## src/rtl/rgb_indicator_multi.sv

```systemverilog
// rgb_indicator_multi: per-player RGB status driver for the reaction-time tester.
// Maps the StateMachine state onto one RGB LED per player (2..4 players), with a
// blink prescaler, PWM dimming and a registered winner/tie decision in COMPARE.
// Optional macro RGB_BREATHE_EN: the IDLE white of the current player breathes
// (triangle duty ramp) instead of using the fixed DIM_DUTY.
module rgb_indicator_multi #(
    parameter int N_PLAYERS  = 2,
    parameter int TIME_W     = 10,
    parameter int TURN_W     = 3,
    parameter int MAX_TURN   = 7,
    parameter int CLK_HZ     = 12000000,
    parameter int BLINK_HZ   = 2,
    parameter int PWM_W      = 4,
    parameter int DIM_DUTY   = 4,
    parameter int ACTIVE_LOW = 1,
    localparam int PW        = (N_PLAYERS > 1) ? $clog2(N_PLAYERS) : 1
) (
    input  logic                          clk,
    input  logic                          rst,
    input  logic [PW-1:0]                 cur_player,
    input  logic [2:0]                    machine_state,
    input  logic [N_PLAYERS*TURN_W-1:0]   test_turn,
    input  logic [N_PLAYERS*TIME_W-1:0]   avr_react_time,
    output logic [N_PLAYERS*3-1:0]        rgb,
    output logic [PW-1:0]                 winner,
    output logic                          winner_valid,
    output logic                          tie
);

    typedef enum logic [2:0] {
        ST_IDLE     = 3'd0,
        ST_WAIT     = 3'd1,
        ST_CLR_CNT1 = 3'd2,
        ST_START    = 3'd3,
        ST_STORAGE  = 3'd4,
        ST_CLR_CNT2 = 3'd5,
        ST_AVERAGE  = 3'd6,
        ST_COMPARE  = 3'd7
    } state_e;

    localparam int HALF = CLK_HZ / (2 * BLINK_HZ);
    localparam int BW   = (HALF > 1) ? $clog2(HALF) : 1;
    localparam logic [N_PLAYERS*3-1:0] RGB_OFF = (ACTIVE_LOW != 0) ? '1 : '0;

    state_e                  state_s;
    logic [BW-1:0]           blink_cnt_q, blink_cnt_d;
    logic                    blink_phase_q, blink_phase_d;
    logic [PWM_W-1:0]        pwm_cnt_q;
    logic [2:0]              prev_state_q;
    logic [PW-1:0]           winner_q, winner_d;
    logic                    valid_q, valid_d;
    logic                    tie_q, tie_d;
    logic [N_PLAYERS-1:0]    min_mask_q, min_mask_d;
    logic [N_PLAYERS*3-1:0]  rgb_q, rgb_d;

    logic [TIME_W-1:0]       min_s;
    logic [N_PLAYERS-1:0]    mask_s;
    logic [PW-1:0]           win_s;
    logic                    tie_s;
    logic                    entry_s;
    logic                    cp_valid_s;
    logic                    dim_on_s;
    logic                    white_on_s;
    logic [N_PLAYERS-1:0]    cmp_mask_s;
    logic                    cmp_tie_s;

    assign state_s    = state_e'(machine_state);
    assign entry_s    = (machine_state == 3'd7) && (prev_state_q != 3'd7);
    assign cp_valid_s = (32'(cur_player) < N_PLAYERS);
    assign dim_on_s   = (pwm_cnt_q < PWM_W'(DIM_DUTY));

`ifdef RGB_BREATHE_EN
    localparam int STEP = (CLK_HZ / 64 > 1) ? CLK_HZ / 64 : 1;
    localparam int SW   = (STEP > 1) ? $clog2(STEP) : 1;
    localparam int FULL = 2 ** PWM_W;

    logic [SW-1:0]  ramp_div_q;
    logic [PWM_W:0] duty_q;
    logic           dir_up_q;
    logic           idle_entry_s;

    assign idle_entry_s = (machine_state == 3'd0) && (prev_state_q != 3'd0);
    assign white_on_s   = ({1'b0, pwm_cnt_q} < duty_q);

    // Triangle duty ramp for the breathing IDLE white, restarted on IDLE entry.
    always_ff @(posedge clk) begin
        if (rst || idle_entry_s) begin
            ramp_div_q <= '0;
            duty_q     <= '0;
            dir_up_q   <= 1'b1;
        end else if (ramp_div_q == SW'(STEP - 1)) begin
            ramp_div_q <= '0;
            if (dir_up_q) begin
                if (duty_q == (PWM_W+1)'(FULL)) begin
                    dir_up_q <= 1'b0;
                    duty_q   <= duty_q - (PWM_W+1)'(1);
                end else begin
                    duty_q   <= duty_q + (PWM_W+1)'(1);
                end
            end else begin
                if (duty_q == (PWM_W+1)'(0)) begin
                    dir_up_q <= 1'b1;
                    duty_q   <= duty_q + (PWM_W+1)'(1);
                end else begin
                    duty_q   <= duty_q - (PWM_W+1)'(1);
                end
            end
        end else begin
            ramp_div_q <= ramp_div_q + SW'(1);
        end
    end
`else
    assign white_on_s = dim_on_s;
`endif

    // Minimum average, the set of players holding it, lowest index and tie flag.
    always_comb begin
        min_s  = '1;
        mask_s = '0;
        win_s  = '0;
        for (int i = 0; i < N_PLAYERS; i++) begin
            if (avr_react_time[i*TIME_W +: TIME_W] < min_s) begin
                min_s = avr_react_time[i*TIME_W +: TIME_W];
            end else begin
                min_s = min_s;
            end
        end
        for (int i = 0; i < N_PLAYERS; i++) begin
            mask_s[i] = (avr_react_time[i*TIME_W +: TIME_W] == min_s);
        end
        for (int i = N_PLAYERS - 1; i >= 0; i--) begin
            if (mask_s[i]) begin
                win_s = PW'(i);
            end else begin
                win_s = win_s;
            end
        end
        tie_s = |(mask_s & (mask_s - N_PLAYERS'(1)));
    end

    // Decision values: captured on COMPARE entry, frozen inside, cleared on exit.
    always_comb begin
        winner_d   = winner_q;
        valid_d    = valid_q;
        tie_d      = tie_q;
        min_mask_d = min_mask_q;
        if (entry_s) begin
            winner_d   = win_s;
            valid_d    = 1'b1;
            tie_d      = tie_s;
            min_mask_d = mask_s;
        end else if (machine_state != 3'd7) begin
            valid_d    = 1'b0;
            tie_d      = 1'b0;
        end else begin
            valid_d    = valid_q;
        end
        cmp_mask_s = entry_s ? mask_s : min_mask_q;
        cmp_tie_s  = entry_s ? tie_s : tie_q;
    end

    // Blink prescaler next state: count 0..HALF-1, toggle the phase on wrap.
    always_comb begin
        blink_cnt_d   = blink_cnt_q + BW'(1);
        blink_phase_d = blink_phase_q;
        if (blink_cnt_q == BW'(HALF - 1)) begin
            blink_cnt_d   = '0;
            blink_phase_d = ~blink_phase_q;
        end else begin
            blink_phase_d = blink_phase_q;
        end
    end

    // Colour map for every LED, gated by the current PWM and blink phase.
    always_comb begin
        rgb_d = '0;
        if (machine_state == 3'd7) begin
            for (int i = 0; i < N_PLAYERS; i++) begin
                if (cmp_mask_s[i]) begin
                    rgb_d[i*3 +: 3] = cmp_tie_s ? 3'b110 : 3'b010;
                end else begin
                    rgb_d[i*3 +: 3] = 3'b100;
                end
            end
        end else if (cp_valid_s) begin
            for (int i = 0; i < N_PLAYERS; i++) begin
                if (cur_player == PW'(i)) begin
                    case (state_s)
                        ST_IDLE:     rgb_d[i*3 +: 3] = white_on_s ? 3'b111 : 3'b000;
                        ST_WAIT,
                        ST_CLR_CNT1: rgb_d[i*3 +: 3] = 3'b100;
                        ST_START:    rgb_d[i*3 +: 3] = 3'b010;
                        ST_STORAGE,
                        ST_CLR_CNT2: rgb_d[i*3 +: 3] = blink_phase_q ? 3'b001 : 3'b000;
                        ST_AVERAGE:  rgb_d[i*3 +: 3] = 3'b011;
                        default:     rgb_d[i*3 +: 3] = 3'b000;
                    endcase
                end else if ((test_turn[i*TURN_W +: TURN_W] == TURN_W'(MAX_TURN)) && dim_on_s) begin
                    rgb_d[i*3 +: 3] = 3'b011;
                end else begin
                    rgb_d[i*3 +: 3] = 3'b000;
                end
            end
        end else begin
            rgb_d = '0;
        end
    end

    // State registers: prescalers, previous state, decision and output colour.
    always_ff @(posedge clk) begin
        if (rst) begin
            blink_cnt_q   <= '0;
            blink_phase_q <= 1'b0;
            pwm_cnt_q     <= '0;
            prev_state_q  <= 3'd0;
            winner_q      <= '0;
            valid_q       <= 1'b0;
            tie_q         <= 1'b0;
            min_mask_q    <= '0;
            rgb_q         <= RGB_OFF;
        end else begin
            blink_cnt_q   <= blink_cnt_d;
            blink_phase_q <= blink_phase_d;
            pwm_cnt_q     <= pwm_cnt_q + PWM_W'(1);
            prev_state_q  <= machine_state;
            winner_q      <= winner_d;
            valid_q       <= valid_d;
            tie_q         <= tie_d;
            min_mask_q    <= min_mask_d;
            rgb_q         <= (ACTIVE_LOW != 0) ? ~rgb_d : rgb_d;
        end
    end

    assign rgb          = rgb_q;
    assign winner       = winner_q;
    assign winner_valid = valid_q;
    assign tie          = tie_q;

endmodule
```

## config.mk

```make
export PLATFORM = sky130hd
export DESIGN_NAME = rgb_indicator_multi
export DESIGN_NICKNAME = d
export VERILOG_FILES = /design/src/rtl/rgb_indicator_multi.sv
export SDC_FILE = /design/constraint.sdc
export NUM_CORES = 1
export LEC_CHECK = 0
export ABC_AREA = 1
export BUFFER_PORTS_ARGS = -buffer_cell sky130_fd_sc_hd__buf_2
export CAP_MARGIN = 20
export CORE_ASPECT_RATIO = 2
export CORE_UTILIZATION = 56
export DETAILED_ROUTE_END_ITERATION = 6
export GPL_TIMING_DRIVEN = 0
export PLACE_DENSITY = 0.85
export SLEW_MARGIN = 20
export SYNTH_ARGS = -nofsm -noshare
export SYNTH_HDL_FRONTEND = slang
export SYNTH_SLANG_ARGS = --single-unit
```

## constraint.sdc

```tcl
create_clock -name clk -period 2.6 [get_ports clk]
set_clock_uncertainty 0.2 [all_clocks]
set_input_delay 0.13 -clock clk [delete_from_list [all_inputs] [get_ports clk]]
set_output_delay 0.13 -clock clk [all_outputs]
set_load 0.01 [all_outputs]
```

==> After elaboration in Yosys (flattened, before gate mapping) <==
Cells that the tools add are included.
Widths: inputs -> output; s select.
{ "word_totals": {"ff_bits": 41, "inputBits": 32, "out_inout_bits": 9, "wordCells": 61} }
{ "op_classes": {"n_addsub": 3, "magnitude_cmp": 3, "eq_ne": 14, "n_mux": 20, "bitwise_logic": 3, "reduce_logical": 9} }
{ "op_table": {"columns": ["operator", "count"], "rows": [
  ["$add 22x1->22 const B", 1],
  ["$eq 22x22->1 const B", 1],
  ["$eq 10x10->1", 2],
  ["$mux 10", 2],
  ["$eq 3x3->1 const B", 6],
  ["$mux 3", 6],
  ["$pmux 3 s5", 1],
  ["$lt 10x10->1", 1],
  ["$lt 10x10->1 const B", 1],
  ["$reduce_or 2->1", 4],
  ["$mux 1", 7],
  ["$eq 3x2->1 const B", 2],
  ["$mux 2", 3],
  ["$mux 6", 1],
  ["$ne 3x3->1 const B", 2],
  ["$not 6->6", 1],
  ["$add 4x1->4 const B", 1],
  ["$lt 4x3->1 const B", 1],
  ["$eq 3x1->1 const B", 1],
  ["$logic_and 1x1->1", 3],
  ["$logic_not 3->1", 1],
  ["$and 2x2->2", 1],
  ["$reduce_bool 2->1", 1],
  ["$sub 2x1->2 const B", 1],
  ["$not 1->1", 1]
]} }

==> Depth between registers and ports, before layout <==
Gate-level depths: netlist of run 1.
{ "logic_depth": {"depth_word": 13, "depth_mapped": 17, "depth_no_buf": 17} }

==> Worst setup path before layout of run 1 <==
Ideal clock, no wire load.
{ "synth_timing": {"kind": "reg2reg", "startpoint": "reg blink_cnt_q[0]", "endpoint": "reg blink_cnt_q[13]", "setup_ps": 114, "t_arrival_ps": 1564, "t_required_ps": 2286, "path_slack_ps": 721, "stages_incl_launch_ff": 10, "path_buffers": 1, "synth_period_minus_slack_ps": 1879, "cell_sequence": "dfxtp_1 > ha_1 > nand3_1 > nor4_1 > nand3_1 > inv_2 > nor2_1 > inv_2 > buf_4 > nor2_1"} }
{ "synth_between": {"elab_chain_len": 2, "elab_cells_between_ends": 3, "classes_between": "add/sub (1); eq/ne (1); reduce/logical (1)"} }
{ "synth_rtl": {"columns": ["element", "line", "rtl"], "rows": [
  ["start, declared", "46", "logic [BW-1:0] blink_cnt_q, blink_cnt_d;"],
  ["start signal, assigned", "222", "blink_cnt_q <= blink_cnt_d;"],
  ["parallel branches: the longest is 2 deep, another holds $add 22x1->22", null, null]
]} }
Parallel ways; which one is timed is not known.
A chain may end at the register's enable or synchronous reset.

==> Worst setup path after layout of run 1 <==
Ends and elaborated chain as after synthesis.

==> results of run 1 <==
metrics by stage:
stage | hold WS (ps) | area (sq um) | std cells
floorplan | 33.1 | 2350 | 342
global placement | 176 | 2610 | 433
detailed placement | 177 | 2610 | 433
CTS | 4.54 | 2780 | 447
global route | 36.6 | 2780 | 447
finish | 3.40 | 2780 | 447
registers in the layout (all words and copies together) (netlist names):
register / flops
pwm_cnt_q: 4
tie: 1
blink_cnt_q: 22
min_mask_q: 2
blink_phase_q: 1
rgb: 6
prev_state_q: 3
winner: 1
winner_valid: 1
synth_stat cells (all sizes together), types with 2 or more instances:
cell / instances
ha: 11
nor4: 4
o21a: 3
xnor2: 3
o211ai: 2
nor2: 50
clkbuf: 2
a21oi: 19
inv: 61
nor3b: 3
xor2: 8
or2: 2
clkinv: 2
nor3: 12
dfxtp: 41
nand4: 6
nand3: 26
o21ai: 9
nand2: 69
o31ai: 2
worst max-delay path, cell delays in order (launching register included):
cell and delay [ps]:
dfxtp_1 400, ha_1 220, nand3_1 160, nor4_1 360, nand3_1 230, inv_2 80
nor2_1 110, inv_2 210, buf_4 210, nor2_1 60
power by group:
part | internal [uW] | switching, uW
Combinational | 80.7 | 120
Sequential | 646 | 10.5
Clock | 245 | 226
metal layers:
metal / vias up / wire, microns
met4: 0 / 235
li1: 1202 / -
met1: 1042 / 1850
met2: 61 / 2890
met5: - / 0
met3: 23 / 155
cells by family after synthesis:
kind of cell             after synthesis
AND/OR/NAND/NOR                      173
buffers and inverters                 66
flip-flops                            41
AO/OA/AOI/OAI                         40
XOR/XNOR                              11
adder cells (fa/ha/maj)               11
area by class of cell:
type	count	area share
flip-flops and latches	41	0.295
well taps	52	0.0234
inverters	63	0.0851
repair buffers	45	0.0919
plain buffers	3	0.00541
clock inverters	1	0.00315
clock buffers	7	0.0347
multi-input cells	235	0.461
path summary, 6_finish.rpt:
kind / startpoint / to / slack [ps] / depth (start not counted)
setup / recovery: blink_cnt_q[0] / blink_cnt_q[13] / 230 / 9
hold reg to reg: pwm_cnt_q[0] / pwm_cnt_q[0] / 260 / 1
hold / removal: test_turn[1] / rgb[0] / 3 / 4
setup reg to reg: blink_cnt_q[0] / blink_cnt_q[13] / 230 / 9
==> flow_summary.toml, run 1 <==
[cts]
path_clk_slew_ps = 80
cts_max_level = 2
ctsLongestPathBuffers = 2
root_buffer = "clkbuf_8"
ctsResizeCount = 0
cts_sinks = 41
hold_buffers = 6
cts_setup_buffers = 0
cts_buffers = 5
clk_latency_ps = 300
tritoncts = "built"

[yosys]
netlist_instances = 342
synth_seq_area_share = 0.349
synth.area.top_cells = "dfxtp_1 (35%), nand2_1 (11%), inv_1 (8.5%), nor2_1 (7.3%), ha_1 (5.9%)"
synthAdderAreaFrac = 0.0585
synth-edff-count = 0
synth_ff_type = "dfxtp_1"
synth_xor_area_frac = 0.0410
synth_seq_cells = 41
ys_async_sr_fraction = 0
syn-num-nets = 385
synth_top_area_share = 0.349
syn_area_sq_um = 2350
yosys.area.top_type = "dfxtp_1"
ys_warn_count = 0
synth-simple-area-share = 0.346
synth.avg_cell_area_sq_um = 6.88
synth_top_family_by_area = "simple AND/OR/NAND/NOR gates"
synth_cell_type_count = 35
synth_compound_area_frac = 0.0984
muxShareOfSynthArea = 0

[grt]
use_met2 = 0.459
grtUsageTotal = 0.249
grt_pass1_vias = 2144
grt_max_degree = 14
grt_pass1_wl_microns = 8180
use_met3 = 0.0481
grt_overflow = 0
grt_use_met1 = 0.220
antenna_found_initial = 0
top_usage_layer = "met2"

[sta]
worst_pin_slew_ps = 484
fin_crit_ps = 2370
setup_violations = 0
fmax_ghz = 0.422
setup_tns_ps = 0
drv_slew = 0
hold_viol = 0
slew_headroom = 0.676
timing.final.ws_setup_ps = 231
fin_crit_sh = 0.911
rsz0062_at_grt = "false"

[floorplan]
rows = 33
start_util = 0.581
dieWidth_microns = 47.8
die_y_microns = 93.7
boundaryPins = 41
die_area_sq_um = 4480
core_sq_um = 4050

[detailed_routing]
route.detailed.drc = 0
postRouteAntennaNets = 0
routedWlPerCell_microns = 11.5
drtIter0Drc = 42
totalWireLength_microns = 5130
route.vias.total = 2328
drt_pass1_iterations = 4
vias_per_cell = 5.21

[final_layout]
syn_to_final_growth_pct = 18.1
fillers = 363
antenna_cells = 0
final_util = 0.686
multi_input_area_sq_um = 1280
mostFrequentLayoutCell = "nand2_1"
layout_common_cells = "nand2_1 (67), inv_1 (53), nor2_1 (46), dfxtp_1 (41), buf_2 (39)"
post_route_cells_drive_above_1_share = 0.180
fin_nets = 437
seqCellArea_sq_um = 821

[power_and_ir_drop]
power_density_nw_per_um2 = 478
power_uw = 1330
p_leak_uw = 0.00135
ir_worst_vdd_mv = 0.409

[flow_run]
cap_violations = 0

[outcome]
status = "finished clean"

[critical_path]
arrival_ps = 2360
path_class = "reg2reg"
critPathMaxFanout = 10
cp.required_ps = 2600
cp-start-kind = "flop"
end_kind = "flop"

[place]
finalWeightedCongestion = 0.822
post-dp-hpwl_microns = 3930
dp_slack_ps = 231
portBuffers = 39

[worst_hold_path]
hold_class = "in2reg"
Power figures use the tool's default switching activity.
==> run 2: changes to the inputs <==
- ABC_AREA: 1 -> unset
- CELL_PAD_IN_SITES_DETAIL_PLACEMENT: unset -> 0
- CELL_PAD_IN_SITES_GLOBAL_PLACEMENT: unset -> 2
- CORE_UTILIZATION: 56 -> 32
- PLACE_DENSITY: 0.85 -> 0.83
- TNS_END_PERCENT: unset -> 30
==> flow_summary.toml, run 2 <==
[sta]
worst_pin_slew_ps = 608
setup_violations = 0
slew_headroom = 0.591
setup_tns_ps = 0
fmax_ghz = 0.510
drv_slew = 0
rsz0062_at_grt = "false"
fin_crit_ps = 1960
fin_crit_sh = 0.754
hold_viol = 0

[grt]
antenna_found_initial = 0
grtUsageTotal = 0.158
grt_overflow = 0
grt_pass1_vias = 1814
grt_max_degree = 13
grt_pass1_wl_microns = 7980

[critical_path]
crit_cells = 7
path_class = "in2reg"
startpoint = "machine_state[2]"
rrSetupSlack_ps = 650
cp.required_ps = 2560
path_cells = "dlygate4sd3_1 -> buf_2 -> and3_1 -> nand2_1 -> a31oi_1 -> a21boi_0 -> nor3_1"
crit_slowest_cell = "dlygate4sd3_1"
slowest_delay_ps = 540
endpoint = "min_mask_q[1]"
cp-start-kind = "primary input"
ff2ff_path_depth = 6
critPathMaxFanout = 7
crit_family = "buffers and inverters"
crit_buf_inv = 2
worstReg2RegEnd = "blink_cnt_q[11]"
end_kind = "flop"
arrival_ps = 1920
r2r_start = "blink_cnt_q[13]"

[power_and_ir_drop]
power_uw = 1500
ir_worst_vdd_mv = 0.465
p_leak_uw = 0.00112
power_density_nw_per_um2 = 574

[yosys]
netlist_instances = 249
yosys.area.top_type = "dfxtp_1"
synth_ff_type = "dfxtp_1"
ys_async_sr_fraction = 0
synth_xor_area_frac = 0.136
synth_compound_area_frac = 0.0836
synth_top_area_share = 0.386
muxShareOfSynthArea = 0
syn_area_sq_um = 2130
synth_most_common_cell = "dfxtp_1"
synth_top_family_by_area = "simple AND/OR/NAND/NOR gates"
synth-edff-count = 0
synth-simple-area-share = 0.283
synthAdderAreaFrac = 0.0647
synth.area.top_cells = "dfxtp_1 (39%), xor2_1 (10%), nor2_1 (7.1%), ha_1 (6.5%), nand3_1 (5.2%)"
ys_warn_count = 0
synth_seq_area_share = 0.386
synth_seq_cells = 41
synth_common_cells = "dfxtp_1 (41), nor2_1 (40), xor2_1 (25)"
synth_cell_type_count = 38
synth.avg_cell_area_sq_um = 8.54
syn-num-nets = 292

[place]
placed_cell_area_sq_um = 2420
portBuffers = 37
finalWeightedCongestion = 0.779
dp_cells = 372
post-dp-hpwl_microns = 3910

[final_layout]
layout_common_cells = "dfxtp_1 (41), nor2_1 (40), buf_2 (38), xor2_1 (25), nand3_1 (22)"
fin_cells = 382
fillers = 692
top_register = "blink_cnt_q"
multi_input_area_sq_um = 1210
final_util = 0.410
antenna_cells = 0
mostFrequentLayoutCell = "dfxtp_1"
largest_register_ffs = 22
fin_nets = 339
seqCellArea_sq_um = 821
syn_to_final_growth_pct = 22.7
final_area_sq_um = 2610
post_route_cells_drive_above_1_share = 0.182

[cts]
path_clk_slew_ps = 60
cts_buffers = 5
hold_buffers = 3
cts_sinks = 41
root_buffer = "clkbuf_16"
tritoncts = "built"
ctsLongestPathBuffers = 2
cts_max_level = 2
cts_setup_buffers = 0
ctsResizeCount = 0
clk_latency_ps = 280

[worst_hold_path]
hold_class = "in2reg"

[floorplan]
boundaryPins = 41
start_util = 0.334
core_sq_um = 6360
dieWidth_microns = 59.6
rows = 41
die_area_sq_um = 6990
die_y_microns = 117

[flow_run]
cap_violations = 0

[detailed_routing]
route.detailed.drc = 0
postRouteAntennaNets = 0
route.vias.total = 1819
drtIter0Drc = 37
vias_per_cell = 4.76
routedWlPerCell_microns = 12.6
drt_pass1_iterations = 4
totalWireLength_microns = 4810

[outcome]
status = "finished clean"
## run 2: how the worst min path moves through the flow
stage,slack [ps],endpoint,start,depth (start not counted)
6_report,9,prev_state_q[1],machine_state[1],3
5_1_grt,30,prev_state_q[1],machine_state[1],3
4_1_cts,3,prev_state_q[1],machine_state[1],3
3_5_place_dp,240,pwm_cnt_q[0],pwm_cnt_q[0],1
3_3_place_gp,230,pwm_cnt_q[0],pwm_cnt_q[0],1
2_1_floorplan,60,prev_state_q[0],machine_state[0],1
## run 2: cells by family (layout without fill, tap and decap cells)
| family | after synthesis | after routing |
|---|---|---|
| and+or+nand+nor | 115 | 115 |
| buffers and inverters | 22 | 69 |
| xor gates and xnor gates | 33 | 33 |
| DFF | 41 | 41 |
| AOI/OAI and AO/OA | 27 | 27 |
| adders and majority gates | 11 | 11 |
## run 2: layout make-up
cell class / count / share of cell area
plain buffers: 6 / 0.0149
well taps: 86 / 0.0412
flip-flops and latches: 41 / 0.315
multi-input cells: 186 / 0.462
repair buffers: 40 / 0.0825
inverters: 16 / 0.0230
clock inverters: 2 / 0.0134
clock buffers: 5 / 0.0480
## run 2: power by group
group / internal [uW] / leakage [uW] / switching, uW
Combinational: 72.1 / 0.000709 / 86.4
Clock: 445 / 0.0000797 / 234
Sequential: 648 / 0.000334 / 11.7
## run 2: tightest hold or removal path, delay by kind of cell
kind / cells / cell delay (ps)
buf+inv: 2 / 250
simple gates: 1 / 50
## run 2: stage by stage
stage               setup slack, ps  hold WS [ps]
floorplan                       902          58.2
global placement                591           229
detailed placement              584           243
CTS                             588          2.68
global route                    500          31.0
finish                          640          8.78
## run 2: metal layers
metal  wire [microns]  GRT usage
met1             1660      0.135
met2             2910      0.323
met3              140     0.0363
met4               91     0.0713
met5                0          0
==> run 3: changes to the inputs <==
- clock period: 2.6 -> 1.96 ns (I/O delays scaled with it)
==> flow_summary.toml, run 3 (synthesized netlist as in run 2, its figures left out) <==
[floorplan]
start_util = 0.334
boundaryPins = 41
die_y_microns = 117
rows = 41
die_area_sq_um = 6990
dieWidth_microns = 59.6
core_sq_um = 6360

[grt]
grt_max_degree = 13
grt_pass1_vias = 1816
grt_pass1_wl_microns = 8020
grtUsageTotal = 0.159
antenna_found_initial = 0
grt_overflow = 0

[final_layout]
fin_nets = 344
fillers = 684
antenna_cells = 0
final_util = 0.420
seqCellArea_sq_um = 822
multi_input_area_sq_um = 1230
syn_to_final_growth_pct = 25.8
largest_register_ffs = 22
top_register = "blink_cnt_q"
final_area_sq_um = 2670
layout_common_cells = "nor2_1 (40), dfxtp_1 (40), buf_2 (38), xor2_1 (25), nand3_1 (22)"
post_route_cells_drive_above_1_share = 0.203

[sta]
worst_pin_slew_ps = 607
fmax_ghz = 0.535
holdWs_ps = 14.0
hold_viol = 0
rsz0062_at_grt = "true"
fin_crit_ps = 1870
setup_violations = 0
drv_slew = 0
fin_crit_sh = 0.954
slew_headroom = 0.592

[cts]
clk_latency_ps = 280
path_clk_slew_ps = 60
ctsLongestPathBuffers = 2
root_buffer = "clkbuf_16"
cts_max_level = 2
tritoncts = "built"
cts_sinks = 41
cts_buffers = 5

[worst_hold_path]
hold_class = "in2reg"

[critical_path]
cp-start-kind = "primary input"
critPathMaxFanout = 10
cp.required_ps = 1940
path_class = "in2reg"
end_kind = "flop"
arrival_ps = 1850

[power_and_ir_drop]
swShare = 0.222
power_frac_seq = 0.439
intPower_uw = 1550
power_density_nw_per_um2 = 745
p_sw_uw = 442
pwr-share-comb = 0.108
ir_worst_vdd_mv = 0.619
p_leak_uw = 0.00117
p_clk_frac = 0.453
power_uw = 1990

[outcome]
status = "finished clean"

[place]
portBuffers = 37
post-dp-hpwl_microns = 3910
finalWeightedCongestion = 0.779
placed_cell_area_sq_um = 2420

[detailed_routing]
routedWlPerCell_microns = 12.6
postRouteAntennaNets = 0
route.vias.total = 1846
route.detailed.drc = 0
drt_pass1_iterations = 4
vias_per_cell = 4.77
drtIter0Drc = 29
totalWireLength_microns = 4870

[flow_run]
cap_violations = 0
==> run 3: critical path, stage by stage <==
cell	delay (ps)
dlygate4sd3_1	530
buf_2	200
and3_2	250
nand2_1	140
a31oi_1	220
nand3_1	190
and3b_1	220
==> run 3: through the flow <==
stage / worst slack [ps] / cells / TNS, ps
after floorplan: 262 / 249 / 0
after CTS: 15.3 / 384 / 0
after global placement: -40.9 / 372 / -780
after global routing: -24.5 / 387 / -27.4
final: 91.1 / 387 / 0
after detailed placement: -37.4 / 372 / -619
==> run 3: power by group through the flow <==
| stage | sequential (uW) | combinational, uW | clock [uW] |
|---|---|---|---|
| 5_1_grt | 878 | 248 | 967 |
| 4_1_cts | 875 | 219 | 930 |
| 2_1_floorplan | 895 | 123 | 0 |
| 3_5_place_dp | 893 | 210 | 0 |
| 3_3_place_gp | 892 | 210 | 0 |
| 6_report | 875 | 215 | 901 |
==> run 3: layout make-up <==
class                           count  area share
Buffer                              6      0.0145
Clock buffer                        5      0.0468
Clock inverter                      2      0.0131
Inverter                           16      0.0225
Multi-Input combinational cell    186       0.459
Sequential cell                    41       0.307
Tap cell                           86      0.0402
Timing Repair Buffer               45      0.0964
==> run 3: metal layers <==
layer | global-route usage | share of wire | vias up
met5 | 0 | 0 | -
met4 | 0.0713 | 0.019 | 0
met3 | 0.0363 | 0.029 | 7
met2 | 0.324 | 0.61 | 33
met1 | 0.136 | 0.35 | 845
li1 | - | - | 961
==> run 3: what timing repair did <==
| action | CTS | global route |
|---|---|---|
| setup endpoints to repair | 20 | 24 |
| pin swaps | 0 | 3 |
| resized for setup | 1 | 6 |
| hold buffers | 5 | 0 |
| hold endpoints to repair | 8 | 0 |
| setup buffers | 0 | 3 |
==> run 3: worst paths after layout <==
| path | start | end | slack (ps) | depth (start not counted) |
|---|---|---|---|---|
| hold reg to reg | pwm_cnt_q[0] | pwm_cnt_q[0] | 250 | 1 |
| hold / removal | rst | pwm_cnt_q[1] | 10 | 2 |
| setup reg to reg | blink_cnt_q[13] | blink_cnt_q[10] | 140 | 6 |
| setup / recovery | machine_state[1] | min_mask_q[0] | 90 | 7 |
